<file path="src/rtl/mem_port_arbiter.sv">
// Two-requester round-robin arbiter with bounded bursts in front of one
// synchronous RAM port; returns 1-cycle read data with per-requester valids.
module mem_port_arbiter #(
  parameter int unsigned DATA      = 18,
  parameter int unsigned ADDR      = 14,
  parameter int unsigned MAX_BURST = 4,
  parameter int unsigned CW        = 3
) (
  input  logic            clka,
  input  logic            reset,
  input  logic            req0,
  input  logic            we0,
  input  logic [ADDR-1:0] addr0,
  input  logic [DATA-1:0] wdata0,
  output logic            gnt0,
  output logic            rvalid0,
  output logic [DATA-1:0] rdata0,
  input  logic            req1,
  input  logic            we1,
  input  logic [ADDR-1:0] addr1,
  input  logic [DATA-1:0] wdata1,
  output logic            gnt1,
  output logic            rvalid1,
  output logic [DATA-1:0] rdata1,
  output logic            mem_we,
  output logic [ADDR-1:0] mem_addr,
  output logic [DATA-1:0] mem_din,
  input  logic [DATA-1:0] mem_dout
);

  typedef enum logic [1:0] {
    IDLE = 2'd0,
    OWN0 = 2'd1,
    OWN1 = 2'd2
  } state_e;

  localparam logic [CW-1:0] MAX_CNT = CW'(MAX_BURST);

  state_e          state_q, state_d;
  logic [CW-1:0]   cnt_q, cnt_d;
  logic            last_q, last_d;
  logic            rv0_q, rv0_d;
  logic            rv1_q, rv1_d;
  logic            pick0, pick1;
  logic            below_max;

  assign below_max = cnt_q < MAX_CNT;

  // Grant decision from the current owner, burst count and last winner
  always_comb begin
    pick0 = 1'b0;
    pick1 = 1'b0;
    case (state_q)
      OWN0: begin
        if (req0 && (below_max || !req1)) pick0 = 1'b1;
        else if (req1)                    pick1 = 1'b1;
      end
      OWN1: begin
        if (req1 && (below_max || !req0)) pick1 = 1'b1;
        else if (req0)                    pick0 = 1'b1;
      end
      default: begin
        if (req0 && req1) begin
          pick0 = last_q;
          pick1 = !last_q;
        end else begin
          pick0 = req0;
          pick1 = req1;
        end
      end
    endcase
  end

  // Grants are masked while reset is held so no RAM write can escape
  assign gnt0 = pick0 & ~reset;
  assign gnt1 = pick1 & ~reset;

  always_comb begin
    mem_we   = 1'b0;
    mem_addr = '0;
    mem_din  = '0;
    if (gnt0) begin
      mem_we   = we0;
      mem_addr = addr0;
      mem_din  = wdata0;
    end else if (gnt1) begin
      mem_we   = we1;
      mem_addr = addr1;
      mem_din  = wdata1;
    end
  end

  // Next-state: ownership, saturating burst count, tie-break history
  always_comb begin
    state_d = IDLE;
    cnt_d   = '0;
    last_d  = last_q;
    rv0_d   = gnt0 & ~we0;
    rv1_d   = gnt1 & ~we1;
    if (gnt0) begin
      last_d  = 1'b0;
      state_d = OWN0;
      if (state_q == OWN0) cnt_d = below_max ? cnt_q + CW'(1) : cnt_q;
      else                 cnt_d = CW'(1);
    end else if (gnt1) begin
      last_d  = 1'b1;
      state_d = OWN1;
      if (state_q == OWN1) cnt_d = below_max ? cnt_q + CW'(1) : cnt_q;
      else                 cnt_d = CW'(1);
    end
  end

  always_ff @(posedge clka) begin
    if (reset) begin
      state_q <= IDLE;
      cnt_q   <= '0;
      last_q  <= 1'b1;
      rv0_q   <= 1'b0;
      rv1_q   <= 1'b0;
    end else begin
      state_q <= state_d;
      cnt_q   <= cnt_d;
      last_q  <= last_d;
      rv0_q   <= rv0_d;
      rv1_q   <= rv1_d;
    end
  end

  assign rvalid0 = rv0_q;
  assign rvalid1 = rv1_q;
  assign rdata0  = mem_dout;
  assign rdata1  = mem_dout;

endmodule

</file>
<file path="config.mk">
export PLATFORM = sky130hd
export DESIGN_NAME = mem_port_arbiter
export DESIGN_NICKNAME = d
export VERILOG_FILES = /design/src/rtl/mem_port_arbiter.sv
export SDC_FILE = /design/constraint.sdc
export NUM_CORES = 1
export LEC_CHECK = 0
export CELL_PAD_IN_SITES_DETAIL_PLACEMENT = 0
export CELL_PAD_IN_SITES_GLOBAL_PLACEMENT = 1
export CORE_ASPECT_RATIO = 1.75
export CORE_MARGIN = 2
export CORE_UTILIZATION = 15
export CTS_CLUSTER_SIZE = 25
export DETAILED_ROUTE_END_ITERATION = 16
export GPL_TIMING_DRIVEN = 0
export PLACE_DENSITY = 0.82
export SYNTH_ARGS = -nofsm -noshare
export SYNTH_HDL_FRONTEND = slang
export SYNTH_SLANG_ARGS = --single-unit
</file>
<file path="constraint.sdc">
create_clock -name clka -period 2.7 [get_ports clka]
set_input_delay 0.54 -clock clka [delete_from_list [all_inputs] [get_ports clka]]
set_output_delay 0.54 -clock clka [all_outputs]
set_load 0.02 [all_outputs]
</file>
==> results.yml, run 1 <==
run_status:
  status: "complete, but fails checks"
  violations: "negative setup slack"
floorplanning:
  dieArea_um2: 8350
  initial_core_util_pct: 15.3
  core_area_um2: 7460
  io_pins: 161
  dieWidth_um: 69.9
  rows: 42
  die_y_um: 119
placement:
  placed_area_um2: 2660
  port_buffers: 141
  place_ws_ps: -950
  dp_hpwl_mm: 4.17
  finalWeightedCongestion: 0.659
timing:
  period_needed_ps: 2800
  setup-violations-final: 29
  skew_ps: 2.67
  drv_slew: 0
  hold_violations: 0
  max_slew_margin_pct: 72.7
  worst_pin_slew_ps: 409
  setup_ws_ps: -97.0
  clock.fmax_mhz: 358
  timing.hold.ws_ps: 530
  period_share_pct: 104
  rsz0062_at_grt: "true"
synthesis:
  synth_top_flop_cell: "dfxtp_1"
  yosysTopAreaCell: "a22o_1"
  ys_ff_latch: 8
  ys_top_cells_by_area: "a22o_1 25%, buf_4 24%, dfxtp_1 14%"
  synth_edf_count: 0
  syn_area_um2: 1140
  synth-seq-area-share_pct: 14.0
  ys_warn_count: 0
  avgSynthCellArea_um2: 8.39
  ys_async_sr_fraction_pct: 0
  synth_top_area_share_pct: 24.6
  synth_cells: 136
  postSynthNetCount: 227
  synth_cell_types: 38
clock_tree:
  insertion_delay_ps: 230
  htree_levels: 1
  path_clk_slew_ps: 40
  cts_root_buf: "clkbuf_16"
  cts.sinks: 8
  holdBufCountCts: 0
  cts_buffers: 3
  clockBufferDepth: 2
  cts_tree: "done"
setup_path:
  r2r_start: "state_q[0]"
  critPathKind: "reg2out"
  startpoint: "state_q[0]"
  worst_setup_path_start_kind: "register"
  crit_fanout: 8
  cp-end-kind: "primary output"
  crit_required_ps: 2160
  critPathArrivalTime_ps: 2260
finish:
  syn_to_final_growth_pct: 160
  layout_commonest_cell: "clkdlybuf4s50_1"
  drive_above_1_share_pct: 37.8
  final_nets: 381
  fin_area_um2: 2960
  layout_common_cells: "104 x clkdlybuf4s50_1, 42 x buf_4, 34 x buf_6"
  n_antenna_cell: 0
  utilization_pct: 39.7
  n_fill_cell: 773
power:
  power.leakage_nw: 1.29
  p_seq_share_pct: 12.0
  power.share.clock_pct: 21.5
  p_int_mw: 0.766
  fin_total_pwr_mw: 1.17
  ir_drop_mv: 0.246
  swShare_pct: 34.6
  pwr-share-comb_pct: 66.5
  p_sw_mw: 0.405
  power_density_nw_per_um2: 395
hold_path:
  hold_path.class: "reg2reg"
  hold_path_startpoint: "last_q"
detailed_routing:
  drtIter0Drc: 14
  wl_per_cell_um: 13.4
  viasPerCell: 4.31
  postRouteAntennaNets: 0
  vias: 1619
  first_pass_iters: 3
  drc_errors: 0
  drt_wl_total_mm: 5.02
grt:
  grt.total_usage_pct: 11.8
  grt_antenna_before_repair: 0
  grt-ovfl-total: 0
  grt_max_degree: 11
  grt_pass1_vias: 1848
  grt_pass1_wl_mm: 8.08
run:
  maxCapViolCount: 0
repair_timing:
item | CTS | global route
endpoints found under the setup margin | 35 | 35
buffers inserted | 6 | 2
pin swaps | 32 | 8
endpoints found under the hold margin | 0 | 0
gates resized for setup | 224 | 10
cloned | 1 | 0
synthesized netlist by cell type, types with 3 or more instances:
cell type,count
buf_4,36
a22o_1,32
dfxtp_1,8
nor2_1,6
buf_6,4
clkbuf_1,4
inv_1,4
ha_1,3
nor2b_1,3
critical path, cell delays in order, from the launching register on:
cell and delay, ps:
dfxtp_2 320, buf_6 110, ha_4 150, or4b_4 520
o2111a_2 190, nand2b_4 110, clkinv_8 90, buf_8 140
a22o_1 250, buf_6 140
registers in the layout (all words and copies together), names as in the netlist:
register  cells
rvalid1       1
cnt_q         3
state_q       2
last_q        1
rvalid0       1
through the flow:
stage / instances / TNS [ps]
after floorplan: 136 / 0
after global placement: 365 / -27630
after detailed placement: 365 / -27910
after CTS: 375 / -3470
after global routing: 376 / -3470
final: 376 / -1780
cell families (layout without fill, tap and decap cells):
kind of cell | count (synthesis) | count (layout) | share of synthesized area [%]
buffers and inverters | 51 | 203 | 31.7
AOI/OAI and AO/OA | 48 | 48 | 35.6
and+or+nand+nor | 23 | 23 | 12.8
DFF | 8 | 8 | 14.0
adders and majority gates | 3 | 3 | 3.29
muxes | 2 | 2 | 1.75
xor gates and xnor gates | 1 | 1 | 0.768
cell type report:
cell class              instances  area, um^2  area share (%)
plain buffers                  45         355            12.0
clock buffers                   3        75.1            2.53
inverters                       5        31.3            1.06
multi-input cells              77         682            23.0
flip-flops and latches          8         163            5.49
well taps                      88         110            3.72
repair buffers                150        1550            52.2
layer usage:
metal | part of all wire (%) | global-route usage (%)
met1 | 30 | 10.7
met2 | 58 | 23.7
met3 | 11 | 3.72
met5 | 0 | 0
met4 | 1.6 | 3.61
power groups by stage:
stage | Clock (mW) | Combinational [mW] | Sequential [mW]
after floorplan | 0 | 0.354 | 0.141
after global placement | 0 | 0.678 | 0.139
after detailed placement | 0 | 0.684 | 0.140
after CTS | 0.258 | 0.775 | 0.140
after global routing | 0.261 | 0.826 | 0.142
final | 0.252 | 0.779 | 0.140
worst paths after layout:
check	to	slack [ps]	cells after the start
worst max-delay path	mem_din[13]	-100	9
worst min-delay path	last_q	530	1
worst max register to register	cnt_q[1]	740	9
worst min register to register	last_q	530	1
Note: power is estimated with default switching activity, not from simulation.
==> run 2, diff against run 1 <==
Settings changed: CORE_MARGIN 2 to 5.
Clock period 2.7 ns to 2.6 ns, I/O delays scaled along.
==> run 2 against run 1 <==
Net effect: the run still ends with negative setup slack left; worst setup slack lost 41 ps; die area grew 14%; utilization grew 0.17 points; global-route usage shrank 1.1 points; via count grew 0.31%; cell area grew 1.1%; highest routed layer unchanged.
==> results.yml, run 2 (synthesized netlist as in run 1, its figures left out) <==
timing:
  rsz0062_at_grt: "true"
  max_slew_margin_pct: 68.4
  hold_violations: 0
  worst_pin_slew_ps: 467
  setup_ws_ps: -138
  setup_tns_ps: -2790
  clock.fmax_mhz: 365
  drv_slew: 0
  period_needed_ps: 2740
  setup-violations-final: 30
  skew_ps: 0.944
  period_share_pct: 105
setup_path:
  crit_fanout: 7
  critPathArrivalTime_ps: 2220
  cp-end-kind: "primary output"
  crit_required_ps: 2080
  worst_setup_path_start_kind: "register"
  critPathKind: "reg2out"
grt:
  grt.total_usage_pct: 10.6
  grt_pass1_wl_mm: 8.16
  grt_pass1_vias: 1838
  grt-ovfl-total: 0
  grt_antenna_before_repair: 0
  grt_max_degree: 11
floorplanning:
  die_y_um: 125
  io_pins: 161
  rows: 42
  core_area_um2: 7510
  dieArea_um2: 9520
  dieWidth_um: 75.9
  initial_core_util_pct: 15.2
placement:
  finalWeightedCongestion: 0.683
  placed_area_um2: 2660
  dp_hpwl_mm: 4.62
  port_buffers: 141
  place_ws_ps: -974
detailed_routing:
  vias: 1624
  wl_per_cell_um: 14.8
  drtIter0Drc: 25
  drc_errors: 0
  drt_wl_total_mm: 5.63
  viasPerCell: 4.28
  first_pass_iters: 4
  postRouteAntennaNets: 0
finish:
  layout_common_cells: "104 x clkdlybuf4s50_1, 44 x buf_4, 38 x buf_6"
  multi_input_area_um2: 694
  seqCellArea_um2: 165
  drive_above_1_share_pct: 38.1
  fin_area_um2: 3000
  largest-register: "cnt_q"
  final_nets: 384
  layout_commonest_cell: "clkdlybuf4s50_1"
  n_fill_cell: 773
  syn_to_final_growth_pct: 163
  largestRegisters: "cnt_q: 3 flops, state_q: 2 flops"
  largest_reg_flops: 3
  n_antenna_cell: 0
power:
  power_density_nw_per_um2: 409
  pwr-share-comb_pct: 66.9
  p_sw_mw: 0.426
  swShare_pct: 34.8
  p_seq_share_pct: 11.9
  p_int_mw: 0.800
  power.leakage_nw: 1.29
  ir_drop_mv: 0.183
  power.share.clock_pct: 21.2
clock_tree:
  cts_root_buf: "clkbuf_16"
  clockBufferDepth: 2
  holdBufCountCts: 0
  cts_buffers: 3
  path_clk_slew_ps: 40
  htree_levels: 1
  insertion_delay_ps: 230
  cts.sinks: 8
  cts_tree: "done"
run_status:
  status: "complete, but fails checks"
  violations: "negative setup slack"
hold_path:
  hold_path.class: "reg2reg"
run:
  maxCapViolCount: 0
run 2: path summary, 6_finish.rpt:
check                   from     endpoint  slack, ps  cells past startpoint
setup / recovery  state_q[0]  mem_addr[0]       -140                      9
setup reg to reg  state_q[0]     cnt_q[0]        460                     10
hold / removal        last_q       last_q        530                      1
hold reg to reg       last_q       last_q        530                      1
run 2: power by group through the flow:
stage | logic [mW] | clock network, mW | registers, mW
detailed placement | 0.716 | 0 | 0.145
global route | 0.869 | 0.273 | 0.148
finish | 0.821 | 0.259 | 0.146
floorplan | 0.368 | 0 | 0.146
global placement | 0.708 | 0 | 0.145
CTS | 0.786 | 0.269 | 0.145
run 2: worst max-delay path: stages (launching register included):
cell	delay, ps
dfxtp_2	330
inv_2	50
ha_4	220
or4b_4	490
o2111a_2	190
nand2b_4	120
inv_8	60
buf_6	130
a22o_1	260
buf_6	140
run 2: final cells by class:
class,count,area share (%)
inverters,5,0.877
flip-flops and latches,8,5.51
multi-input cells,77,23.2
well taps,88,3.67
clock buffers,3,2.51
repair buffers,153,52.0
plain buffers,45,12.3
run 2: per-layer routing:
metal,share of wire [%],track usage [%],up-vias
li1,-,-,781
met1,29,7.98,723
met2,55,21.4,114
met3,14,5.54,6
met4,1.7,4.09,0
met5,0,0,-
run 2: per-stage QoR:
step	util, %	hold WS [ps]	instances	power [mW]
2_1_floorplan	-	481	136	0.514
3_3_place_gp	35.4	521	365	0.853
3_5_place_dp	35.4	511	365	0.861
4_1_cts	38.5	524	373	1.20
5_1_grt	39.9	589	379	1.29
6_report	39.9	529	379	1.23
run 2: what timing repair did:
item	in CTS	in global routing
pin swaps	30	10
setup buffers	5	5
resized for setup	227	15
cloned	1	1
setup endpoints to repair	35	34
